**config.mk**
```make
export PLATFORM = sky130hd
export DESIGN_NAME = ex_stage
export DESIGN_NICKNAME = d
export VERILOG_FILES = /design/src/rtl/ex_pkg.sv /design/src/rtl/ex_stage_muldiv_unit.sv /design/src/rtl/ex_stage.sv
export SDC_FILE = /design/constraint.sdc
export NUM_CORES = 1
export LEC_CHECK = 0
export BUFFER_PORTS_ARGS = -buffer_cell sky130_fd_sc_hd__buf_2
export CORE_ASPECT_RATIO = 1.1
export CORE_MARGIN = 2
export CORE_UTILIZATION = 45
export DETAILED_ROUTE_END_ITERATION = 7
export HOLD_SLACK_MARGIN = 0.08
export PLACE_DENSITY = 0.7
export SYNTH_ARGS = -nofsm -noshare
export SYNTH_HDL_FRONTEND = slang
export SYNTH_HIERARCHICAL = 1
export SYNTH_SLANG_ARGS = --single-unit
```
**constraint.sdc**
```tcl
create_clock -name clock -period 17.2 [get_ports clock]
set_clock_uncertainty 0.2 [all_clocks]
set_input_delay 3.44 -clock clock [delete_from_list [all_inputs] [get_ports clock]]
set_output_delay 3.44 -clock clock [all_outputs]
set_load 0.05 [all_outputs]
```
**src/rtl/ex_pkg.sv**
```systemverilog
// Shared encodings for the execute stage: ALU op selects, destination
// selects and the multiply/divide sequencer states.
package ex_pkg;

    localparam logic [3:0] OP_ADD   = 4'd0;
    localparam logic [3:0] OP_SUB   = 4'd1;
    localparam logic [3:0] OP_AND   = 4'd2;
    localparam logic [3:0] OP_OR    = 4'd3;
    localparam logic [3:0] OP_XOR   = 4'd4;
    localparam logic [3:0] OP_NOR   = 4'd5;
    localparam logic [3:0] OP_SLT   = 4'd6;
    localparam logic [3:0] OP_SLTU  = 4'd7;
    localparam logic [3:0] OP_SLL   = 4'd8;
    localparam logic [3:0] OP_SRL   = 4'd9;
    localparam logic [3:0] OP_SRA   = 4'd10;
    localparam logic [3:0] OP_LUI   = 4'd11;
    localparam logic [3:0] OP_MULTU = 4'd12;
    localparam logic [3:0] OP_DIVU  = 4'd13;
    localparam logic [3:0] OP_MFHI  = 4'd14;
    localparam logic [3:0] OP_MFLO  = 4'd15;

    localparam logic [1:0] RD_RT   = 2'd0;
    localparam logic [1:0] RD_RD   = 2'd1;
    localparam logic [1:0] RD_RA   = 2'd2;
    localparam logic [1:0] RD_ZERO = 2'd3;

    typedef enum logic [1:0] {
        MD_IDLE = 2'd0,
        MD_MUL  = 2'd1,
        MD_DIV  = 2'd2
    } md_state_t;

    function automatic logic is_muldiv(input logic [3:0] op);
        return (op == OP_MULTU) || (op == OP_DIVU);
    endfunction

endpackage

```
**src/rtl/ex_stage_muldiv_unit.sv**
```systemverilog
// Iterative unsigned multiply (shift-add) and divide (restoring), one bit
// per cycle over 32 cycles, with the architectural HI/LO registers.
//
// state   | meaning
// MD_IDLE | no operation in flight; HI/LO stable
// MD_MUL  | shift-add multiply, one multiplier bit per cycle
// MD_DIV  | restoring divide, one quotient bit per cycle
module muldiv_unit (
    input  logic        clock,
    input  logic        rst,
    input  logic [3:0]  opsel,
    input  logic        ex_new,
    input  logic [31:0] op_a,
    input  logic [31:0] op_b,
    output logic        busy,
    output logic [31:0] hi,
    output logic [31:0] lo
);
    import ex_pkg::*;

    md_state_t   state, state_nxt;
    logic [4:0]  cnt;
    logic        issued;
    logic        start;
    logic        last;
    logic [31:0] work_hi, work_lo, work_b;
    logic [31:0] step_hi, step_lo;
    logic [32:0] mul_sum;
    logic [32:0] div_shift;
    logic        div_ge;
    logic [31:0] div_rem;

    // issued blocks a held instruction from re-launching once it has run
    assign start = is_muldiv(opsel) && (state == MD_IDLE) && (ex_new || !issued);
    assign last  = (cnt == 5'd31);

    always_ff @(posedge clock or posedge rst) begin
        if (rst) state <= MD_IDLE;
        else     state <= state_nxt;
    end

    always_comb begin
        state_nxt = state;
        case (state)
            MD_IDLE: if (start) state_nxt = (opsel == OP_MULTU) ? MD_MUL : MD_DIV;
            MD_MUL,
            MD_DIV:  if (last) state_nxt = MD_IDLE;
            default: state_nxt = MD_IDLE;
        endcase
    end

    always_comb begin
        busy = (state != MD_IDLE);
    end

    assign mul_sum   = {1'b0, work_hi} + (work_lo[0] ? {1'b0, work_b} : 33'd0);
    assign div_shift = {work_hi, work_lo[31]};
    assign div_ge    = (div_shift >= {1'b0, work_b});
    // when div_ge holds the difference is below the divisor, so 32 bits suffice
    assign div_rem   = div_shift[31:0] - work_b;

    always_comb begin
        step_hi = work_hi;
        step_lo = work_lo;
        case (state)
            MD_MUL: begin
                step_hi = mul_sum[32:1];
                step_lo = {mul_sum[0], work_lo[31:1]};
            end
            MD_DIV: begin
                step_hi = div_ge ? div_rem : div_shift[31:0];
                step_lo = {work_lo[30:0], div_ge};
            end
            default: ;
        endcase
    end

    always_ff @(posedge clock or posedge rst) begin
        if (rst) begin
            cnt     <= '0;
            issued  <= 1'b0;
            work_hi <= '0;
            work_lo <= '0;
            work_b  <= '0;
            hi      <= '0;
            lo      <= '0;
        end else begin
            if (start)       issued <= 1'b1;
            else if (ex_new) issued <= 1'b0;

            if (start) begin
                cnt     <= '0;
                work_hi <= '0;
                work_lo <= op_a;
                work_b  <= op_b;
            end else if (state != MD_IDLE) begin
                work_hi <= step_hi;
                work_lo <= step_lo;
                cnt     <= cnt + 5'd1;
                if (last) begin
                    hi <= step_hi;
                    lo <= step_lo;
                end
            end
        end
    end

endmodule

```
**src/rtl/ex_stage.sv**
```systemverilog
// Execute stage: operand forwarding, single-cycle ALU, destination select
// and the pipeline bubble while a multiply/divide result is pending.
module ex_stage #(
    parameter int WIDTH = 32
) (
    input  logic             clock,
    input  logic             rst,
    input  logic             WB,
    input  logic             RegWrite,
    input  logic             MRead,
    input  logic             MWrite,
    input  logic [3:0]       OPSEL,
    input  logic             BSRC,
    input  logic [5:0]       aluControl,
    input  logic [1:0]       RegDst,
    input  logic [4:0]       RegRs,
    input  logic [4:0]       RegRt,
    input  logic [4:0]       RegRd,
    input  logic [WIDTH-1:0] DataA,
    input  logic [WIDTH-1:0] DataB,
    input  logic [WIDTH-1:0] imm_value,
    input  logic             ex_new,
    input  logic             exmem_RegWrite,
    input  logic             memwb_RegWrite,
    input  logic [4:0]       exmem_Rd,
    input  logic [4:0]       memwb_Rd,
    input  logic [WIDTH-1:0] exmem_result,
    input  logic [WIDTH-1:0] memwb_result,
    output logic [WIDTH-1:0] alu_result,
    output logic [WIDTH-1:0] store_data,
    output logic [4:0]       dest_reg,
    output logic             overflow,
    output logic             md_stall,
    output logic             WB_o,
    output logic             RegWrite_o,
    output logic             MRead_o,
    output logic             MWrite_o
);
    import ex_pkg::*;

    logic [WIDTH-1:0] fwd_a, fwd_b, op_b;
    logic [WIDTH-1:0] add_res, sub_res;
    logic [WIDTH-1:0] hi, lo;
    logic [4:0]       shamt;
    logic             busy;

    // EX/MEM wins over MEM/WB; r0 is never forwarded
    always_comb begin
        fwd_a = DataA;
        if (exmem_RegWrite && exmem_Rd != 5'd0 && exmem_Rd == RegRs)
            fwd_a = exmem_result;
        else if (memwb_RegWrite && memwb_Rd != 5'd0 && memwb_Rd == RegRs)
            fwd_a = memwb_result;
    end

    always_comb begin
        fwd_b = DataB;
        if (exmem_RegWrite && exmem_Rd != 5'd0 && exmem_Rd == RegRt)
            fwd_b = exmem_result;
        else if (memwb_RegWrite && memwb_Rd != 5'd0 && memwb_Rd == RegRt)
            fwd_b = memwb_result;
    end

    assign store_data = fwd_b;
    assign op_b       = BSRC ? imm_value : fwd_b;
    assign shamt      = aluControl[5] ? fwd_a[4:0] : aluControl[4:0];
    assign add_res    = fwd_a + op_b;
    assign sub_res    = fwd_a - op_b;

    muldiv_unit u_muldiv (
        .clock  (clock),
        .rst    (rst),
        .opsel  (OPSEL),
        .ex_new (ex_new),
        .op_a   (fwd_a),
        .op_b   (op_b),
        .busy   (busy),
        .hi     (hi),
        .lo     (lo)
    );

    always_comb begin
        alu_result = '0;
        overflow   = 1'b0;
        case (OPSEL)
            OP_ADD: begin
                alu_result = add_res;
                overflow   = (fwd_a[WIDTH-1] == op_b[WIDTH-1]) &&
                             (add_res[WIDTH-1] != fwd_a[WIDTH-1]);
            end
            OP_SUB: begin
                alu_result = sub_res;
                overflow   = (fwd_a[WIDTH-1] != op_b[WIDTH-1]) &&
                             (sub_res[WIDTH-1] != fwd_a[WIDTH-1]);
            end
            OP_AND:   alu_result = fwd_a & op_b;
            OP_OR:    alu_result = fwd_a | op_b;
            OP_XOR:   alu_result = fwd_a ^ op_b;
            OP_NOR:   alu_result = ~(fwd_a | op_b);
            OP_SLT:   alu_result = {{(WIDTH-1){1'b0}}, $signed(fwd_a) < $signed(op_b)};
            OP_SLTU:  alu_result = {{(WIDTH-1){1'b0}}, fwd_a < op_b};
            OP_SLL:   alu_result = op_b << shamt;
            OP_SRL:   alu_result = op_b >> shamt;
            OP_SRA:   alu_result = $signed(op_b) >>> shamt;
            OP_LUI:   alu_result = {op_b[15:0], 16'h0000};
            OP_MFHI:  alu_result = hi;
            OP_MFLO:  alu_result = lo;
            default:  alu_result = '0;
        endcase
    end

    assign md_stall   = busy && (OPSEL >= OP_MULTU);
    assign WB_o       = WB && !md_stall;
    assign MRead_o    = MRead && !md_stall;
    assign MWrite_o   = MWrite && !md_stall;
    // MULTU/DIVU write HI/LO, never the register file
    assign RegWrite_o = RegWrite && !md_stall && !is_muldiv(OPSEL);

    always_comb begin
        case (RegDst)
            RD_RT:   dest_reg = RegRt;
            RD_RD:   dest_reg = RegRd;
            RD_RA:   dest_reg = 5'd31;
            RD_ZERO: dest_reg = 5'd0;
            default: dest_reg = 5'd0;
        endcase
    end

endmodule

```
## Word level (Yosys, flattened, before mapping)

Index checks and enable logic that the tools add are counted.
W data, S select, Z words.

| storage, ports and cells | value |
|---|---|
| register bits | 168 |
| bits of input ports | 207 |
| output and inout port bits | 75 |
| logic and storage cells | 113 |

| cells by class | value |
|---|---|
| add/sub/neg operators | 5 |
| order comparisons | 4 |
| eq/ne operators | 31 |
| shift operators | 3 |
| muxes and demuxes | 25 |
| bitwise logic cells | 5 |
| reductions and logical operators | 32 |

Operators with widths:

| operator | count |
|---|---|
| $pmux W32 S14 | 1 |
| $mux W32 | 11 |
| $pmux W32 S2 | 2 |
| $lt A32 B32 Y1 | 2 |
| $sub A32 B32 Y32 | 2 |
| $add A32 B33 Y33 | 1 |
| $ge A33 B32 Y1 | 1 |
| $add A32 B32 Y32 | 1 |
| $and A32 B32 Y32 | 1 |
| $eq A4 B4 Y1 const B | 8 |
| $not A32 Y32 | 1 |
| $or A32 B32 Y32 | 1 |
| $shl A32 B5 Y32 | 1 |
| $shr A32 B5 Y32 | 1 |
| $sshr A32 B5 Y32 | 1 |
| $xor A32 B32 Y32 | 1 |
| $eq A5 B5 Y1 | 4 |
| $pmux W5 S4 | 1 |
| $eq A4 B3 Y1 const B | 4 |
| $logic_and A1 B1 Y1 | 16 |
| $mux W5 | 3 |
| $reduce_bool A5 Y1 | 2 |
| $eq A4 B2 Y1 const B | 2 |
| $eq A2 B2 Y1 const B | 3 |
| other kinds (21) | 34 |

## Depth between registers and ports, before layout

| depth | value |
|---|---|
| depth after elaboration | 10 |
| depth in mapped cells | 22 |
| gate-level depth less buffers | 20 |

## Modules after synthesis

The synthesis kept the hierarchy.

Modules (own cells, without submodules):

| module | instances | cells an instance | area each (sq um) | sequential area each (sq um) |
|---|---|---|---|---|
| ex_stage | 1 | 1,749 | 11,796.3 | 0.0 |
| muldiv_unit | 1 | 1,368 | 11,716.2 | 4,204.0 |

## Worst setup path before layout

OpenSTA, ideal clock, no wires.

| path | value |
|---|---|
| path kind | input to output |
| start | input port memwb_Rd[2] |
| end | output port overflow |
| data arrival time | 9.309 ns |
| data required time | 13.560 ns |
| setup slack | 4.251 ns |
| stages on the path | 17 |
| buffers on the path | 2 |
| cells stage by stage | or4_4 > o211ai_2 > buf_2 > o21ai_0 > a31oi_1 > mux2i_4 > ha_1 > clkbuf_1 > or4_1 > nand2b_1 > o21ai_0 > nand3_1 > a21o_1 > o21ai_0 > a21boi_0 > xnor2_1 > o32ai_1 |

| between the ends | value |
|---|---|
| word-level cells in the longest chain between the ends | 10 |
| elaborated cells on any way between the ends | 20 |
| classes of those cells | 2 x add/sub; 6 x eq/ne; 6 x mux; 6 x reduce/logical |

Ends and longest elaborated chain:

| what | line | RTL |
|---|---|---|
| start, declared | ex_stage.sv:26 | `input logic [4:0] memwb_Rd,` |
| $reduce_bool A5 Y1 | ex_stage.sv:60 | `else if (memwb_RegWrite && memwb_Rd != 5'd0 && memwb_Rd == RegRt)` |
| $logic_and A1 B1 Y1 | ex_stage.sv:60 |  |
| $logic_and A1 B1 Y1 * | ex_stage.sv:60 |  |
| $mux W32 * | ex_stage.sv:60 |  |
| $mux W32 * | ex_stage.sv:58 | `if (exmem_RegWrite && exmem_Rd != 5'd0 && exmem_Rd == RegRt)` |
| via store_data[9] | ex_stage.sv:30 | `output logic [WIDTH-1:0] store_data,` |
| $mux W32 * | ex_stage.sv:65 | `assign op_b = BSRC ? imm_value : fwd_b;` |
| $sub A32 B32 Y32 / $add A32 B32 Y32 (equally long branches) | ex_stage.sv:68, ex_stage.sv:67 |  |
| $ne A1 B1 Y1 (on tied branches) | ex_stage.sv:94, ex_stage.sv:89 |  |
| $logic_and A1 B1 Y1 (on tied branches) | ex_stage.sv:93, ex_stage.sv:88 |  |
| $pmux W1 S2 * | ex_stage.sv:85 | `case (OPSEL)` |
| end, declared | ex_stage.sv:32 | `output logic overflow,` |

Mark *: on every way through the listed nets, which the timed path passes. The rest lies on a longest branch.

## Worst setup path in the final report

| path | value |
|---|---|
| start | input port exmem_Rd[1] |
| end | output port alu_result[24] |

| between the ends | value |
|---|---|
| word-level cells in the longest chain between the ends | 8 |
| elaborated cells on any way between the ends | 20 |
| classes of those cells | 2 x add/sub; 2 x eq/ne; 3 x shift; 5 x mux; 4 x bitwise; 4 x reduce/logical |

Ends and longest elaborated chain:

| what | line | RTL |
|---|---|---|
| start, declared | ex_stage.sv:25 | `input logic [4:0] exmem_Rd,` |
| branches (longest 7 deep; another with $sub A32 B32 Y32) | n/a |  |
| $pmux W32 S14 * | ex_stage.sv:85 |  |
| end, declared | ex_stage.sv:29 | `output logic [WIDTH-1:0] alu_result,` |

Every way passes the cells marked *.

==> out/metrics.yaml <==
io_pins: 282
fin_crit_sh_pct: 78.03
clkTransAtPathRegs_ns: 0.07
coreArea_um2: 51490
cts_buffers: 17
hold_viol: 0
final_core_util_pct: 50.10
cp.arrival_ns: 9.78
ys.flop_type: "dfrtp_1"
pwr-share-seq_pct: 19.9
synth_area_leaders: "dfrtp_1, ha_1, mux2i_1"
required_ns: 13.56
fillers: 5278
grt_max_degree: 97
ys_ff_latch: 168
worstPathCellList: "buf_2 > or4_4 > o211ai_2 > buf_4 > or2_1 > buf_4 > a31oi_1 > mux2i_4 > ha_1 > or4_1 > or4_1 > a21oi_1 > o211ai_1 > a31oi_1 > a21oi_1 > nor2_1 > o31ai_1 > xnor2_1 > nor2_1 > or3_1 > buf_2"
cts_root_buf: "clkbuf_16"
syn_to_final_growth_pct: 9.717
wire_per_inst_um: 30.04
post_cts_buffers: 0
endpoint_kind: "output port"
setup_violations: 0
track_usage_pct: 42.44
place_congestion: 1.034
postSynthAreaPerCell_um2: 7.543
clk_path_buf_depth: 2
multi_input_area_um2: 17640
holdWs_ns: 0.2847
pwr-share-comb_pct: 68.1
clkPwrFrac_pct: 12.1
dpl.hpwl_um: 92030
synth_top_cell_area_share_pct: 17.88
synthCells: 3117
drcViolationCount: 10
failed_checks: "DRC"
vias: 26490
critical_path.startpoint_type: "input port"
viasPerCell: 6.717
p_int_uw: 1446
gr-total-overflow: 0
synth_edf_count: 0
tritoncts: "done"
port_buffers: 281
start_util_pct: 45.67
yosysTopAreaCell: "dfrtp_1"
tightest_slew_ns: 1.337
drt-initial-drc-count: 3173
max_slew_margin_pct: 10.54
max_freq_ghz: 0.07451
status: "finished, violations left"
wl_um: 118500
syn_nets: 3494
die_w_um: 221.9
antenna_found_initial: 10
final_nets: 3635
drv_cap: 0
p_leak_uw: 0.01125
drv_slew: 0
final.min_clock_period_ns: 13.42
yosysUniqueCellTypes: 105
design.die.area_um2: 54100
cts_resized: 0
power_density_nw_per_um2: 122.0
grt_pass1_vias: 25320
peakVddDrop_uv: 173.3
rsz0062_at_grt: "no"
clock_latency_ns: 0.46
cts_max_level: 4
first_pass_iters: 8
dieHeight_um: 243.7
grt_pass1_wl_um: 171800
clock-sinks: 168
ant_nets: 0
drive_gt1_share_pct: 15.84
crit_slowest_cell: "or4_1"
swShare_pct: 54.08
crit_fanout: 33
tns_ns: 0
worstSetupPathType: "in -> out"
p_sw_uw: 1703
yosys_warnings: 6
synth-async-reset-ratio_pct: 100.0
yosysSeqAreaShare_pct: 17.88
hp-class: "reg -> reg"
rows: 87
hold_buffers: 0
regArea_um2: 4204
syn-cell-area_um2: 23510
max_stage_delay_ns: 0.59
==> worst max-delay path, delay by kind of cell <==
family | cells | cell delay, ns
adder cells (fa/ha/maj) | 1 | 0.40
multiplexers | 1 | 0.53
AND/OR/NAND/NOR | 7 | 2.42
AO/OA/AOI/OAI | 7 | 1.62
XOR/XNOR | 1 | 0.17
buffers and inverters | 4 | 1.16
==> area by class of cell <==
| cell class | instances | share of cell area (%) |
|---|---|---|
| multi-input combinational | 2565 | 68.40 |
| timing repair buffer | 358 | 7.702 |
| tap | 667 | 3.235 |
| clock inverter | 13 | 0.4317 |
| sequential | 168 | 16.30 |
| antenna | 5 | 0.04850 |
| clock buffer | 19 | 1.717 |
| inverter | 148 | 2.173 |
==> power groups by stage <==
stage	Clock (uW)	Combinational [uW]	Sequential, uW
after CTS	383	2090	619
after floorplan	0	1560	583
after global routing	397	2300	637
after detailed placement	0	2080	623
final	380	2140	626
after global placement	0	2080	624
==> cells in the mapped netlist, drive strengths merged, types with 7 or more instances <==
master,n
and3,18
a221oi,40
o31ai,39
buf,71
nor3,78
mux2i,200
xor2,26
o21a,15
xnor2,80
a211oi,32
and2,37
a221o,40
nor4,11
nand4,31
o211ai,51
inv,146
mux2,23
a41oi,7
a32oi,9
or3,20
or4,10
a21o,35
o21ai,276
nand2b,30
a2111oi,9
a21oi,240
nand2,319
nand3,104
dfrtp,168
o2111ai,9
a211o,9
o22ai,25
a22o,17
a31oi,71
a22oi,73
o221ai,22
nor2b,18
clkbuf,164
o21bai,22
ha,166
nor2,272
==> stage by stage <==
stage,total power (uW),instances,setup slack (ns),area (um^2)
floorplan,2146,3117,4.251,23510
global placement,2706,3906,4.061,25230
detailed placement,2705,3906,4.000,25230
CTS,3092,3938,3.978,25780
global route,3334,3942,3.489,25790
finish,3148,3943,3.779,25800
==> metal layers <==
| metal | up-vias | part of all wire (%) | global-route usage [%] |
|---|---|---|---|
| li1 | 11830 | - | - |
| met1 | 12690 | 38 | 50.87 |
| met2 | 1583 | 45 | 68.19 |
| met3 | 371 | 8.7 | 7.863 |
| met4 | 10 | 8.3 | 31.16 |
| met5 | - | 0.054 | 0 |
==> state kept, by name, summed over array words and instances, names as in the netlist <==
name	cells
u_muldiv/state	2
u_muldiv/work_b	32
u_muldiv/work_lo	32
u_muldiv/cnt	5
u_muldiv/issued	1
u_muldiv/hi	32
u_muldiv/lo	32
u_muldiv/work_hi	32
==> worst paths after layout <==
kind	from	endpoint	slack [ns]	cells after the start
worst max register to register	u_muldiv/work_lo[0]$_DFFE_PP0P_	u_muldiv/hi[25]$_DFFE_PP0P_	12.54	15
min in group asynchronous	rst	u_muldiv/work_lo[6]$_DFFE_PP0P_	2.97	2
worst min-delay path	u_muldiv/lo[15]$_DFFE_PP0P_	u_muldiv/lo[15]$_DFFE_PP0P_	0.28	2
worst max-delay path	exmem_Rd[1]	alu_result[24]	3.78	21
max in group asynchronous	rst	u_muldiv/work_lo[29]$_DFFE_PP0P_	12.25	3
worst min register to register	u_muldiv/lo[15]$_DFFE_PP0P_	u_muldiv/lo[15]$_DFFE_PP0P_	0.28	2
==> kinds of logic (layout without fill, tap and decap cells) <==
| group | count (synthesis) | after routing | synth area share, % |
|---|---|---|---|
| compound gates | 1104 | 1104 | 31.71 |
| simple gates | 962 | 962 | 18.72 |
| buf+inv | 384 | 538 | 7.386 |
| mux | 223 | 223 | 11.18 |
| fa+ha+maj | 170 | 170 | 9.174 |
| flops | 168 | 168 | 17.88 |
| xor+xnor | 106 | 106 | 3.948 |
| other cells | 0 | 5 | 0 |
==> layout by cell type (no fill, tap or decap), types with 18 or more instances in the layout <==
cell type	netlist	layout
o21ai_1	38	40
buf_2	35	280
inv_1	142	141
o221ai_1	22	22
a211oi_1	32	32
a21o_1	34	34
a22oi_1	72	72
buf_4	14	78
nand2b_1	30	29
nor2_1	267	263
ha_1	166	163
mux2i_1	165	164
o31ai_1	38	38
nand2_1	317	317
xnor2_1	80	80
o21bai_1	21	21
nand3_1	103	103
or3_1	20	20
nand4_1	30	30
o22ai_1	25	25
nor3_1	78	73
dfrtp_1	168	168
o21ai_0	237	235
xor2_1	26	26
a221o_1	40	40
o211ai_1	46	46
nor2b_1	18	18
mux2i_4	27	27
a31oi_1	63	63
a21oi_1	236	236
and2_1	37	37
a221oi_1	33	33
(Power assumes the default switching activity.)
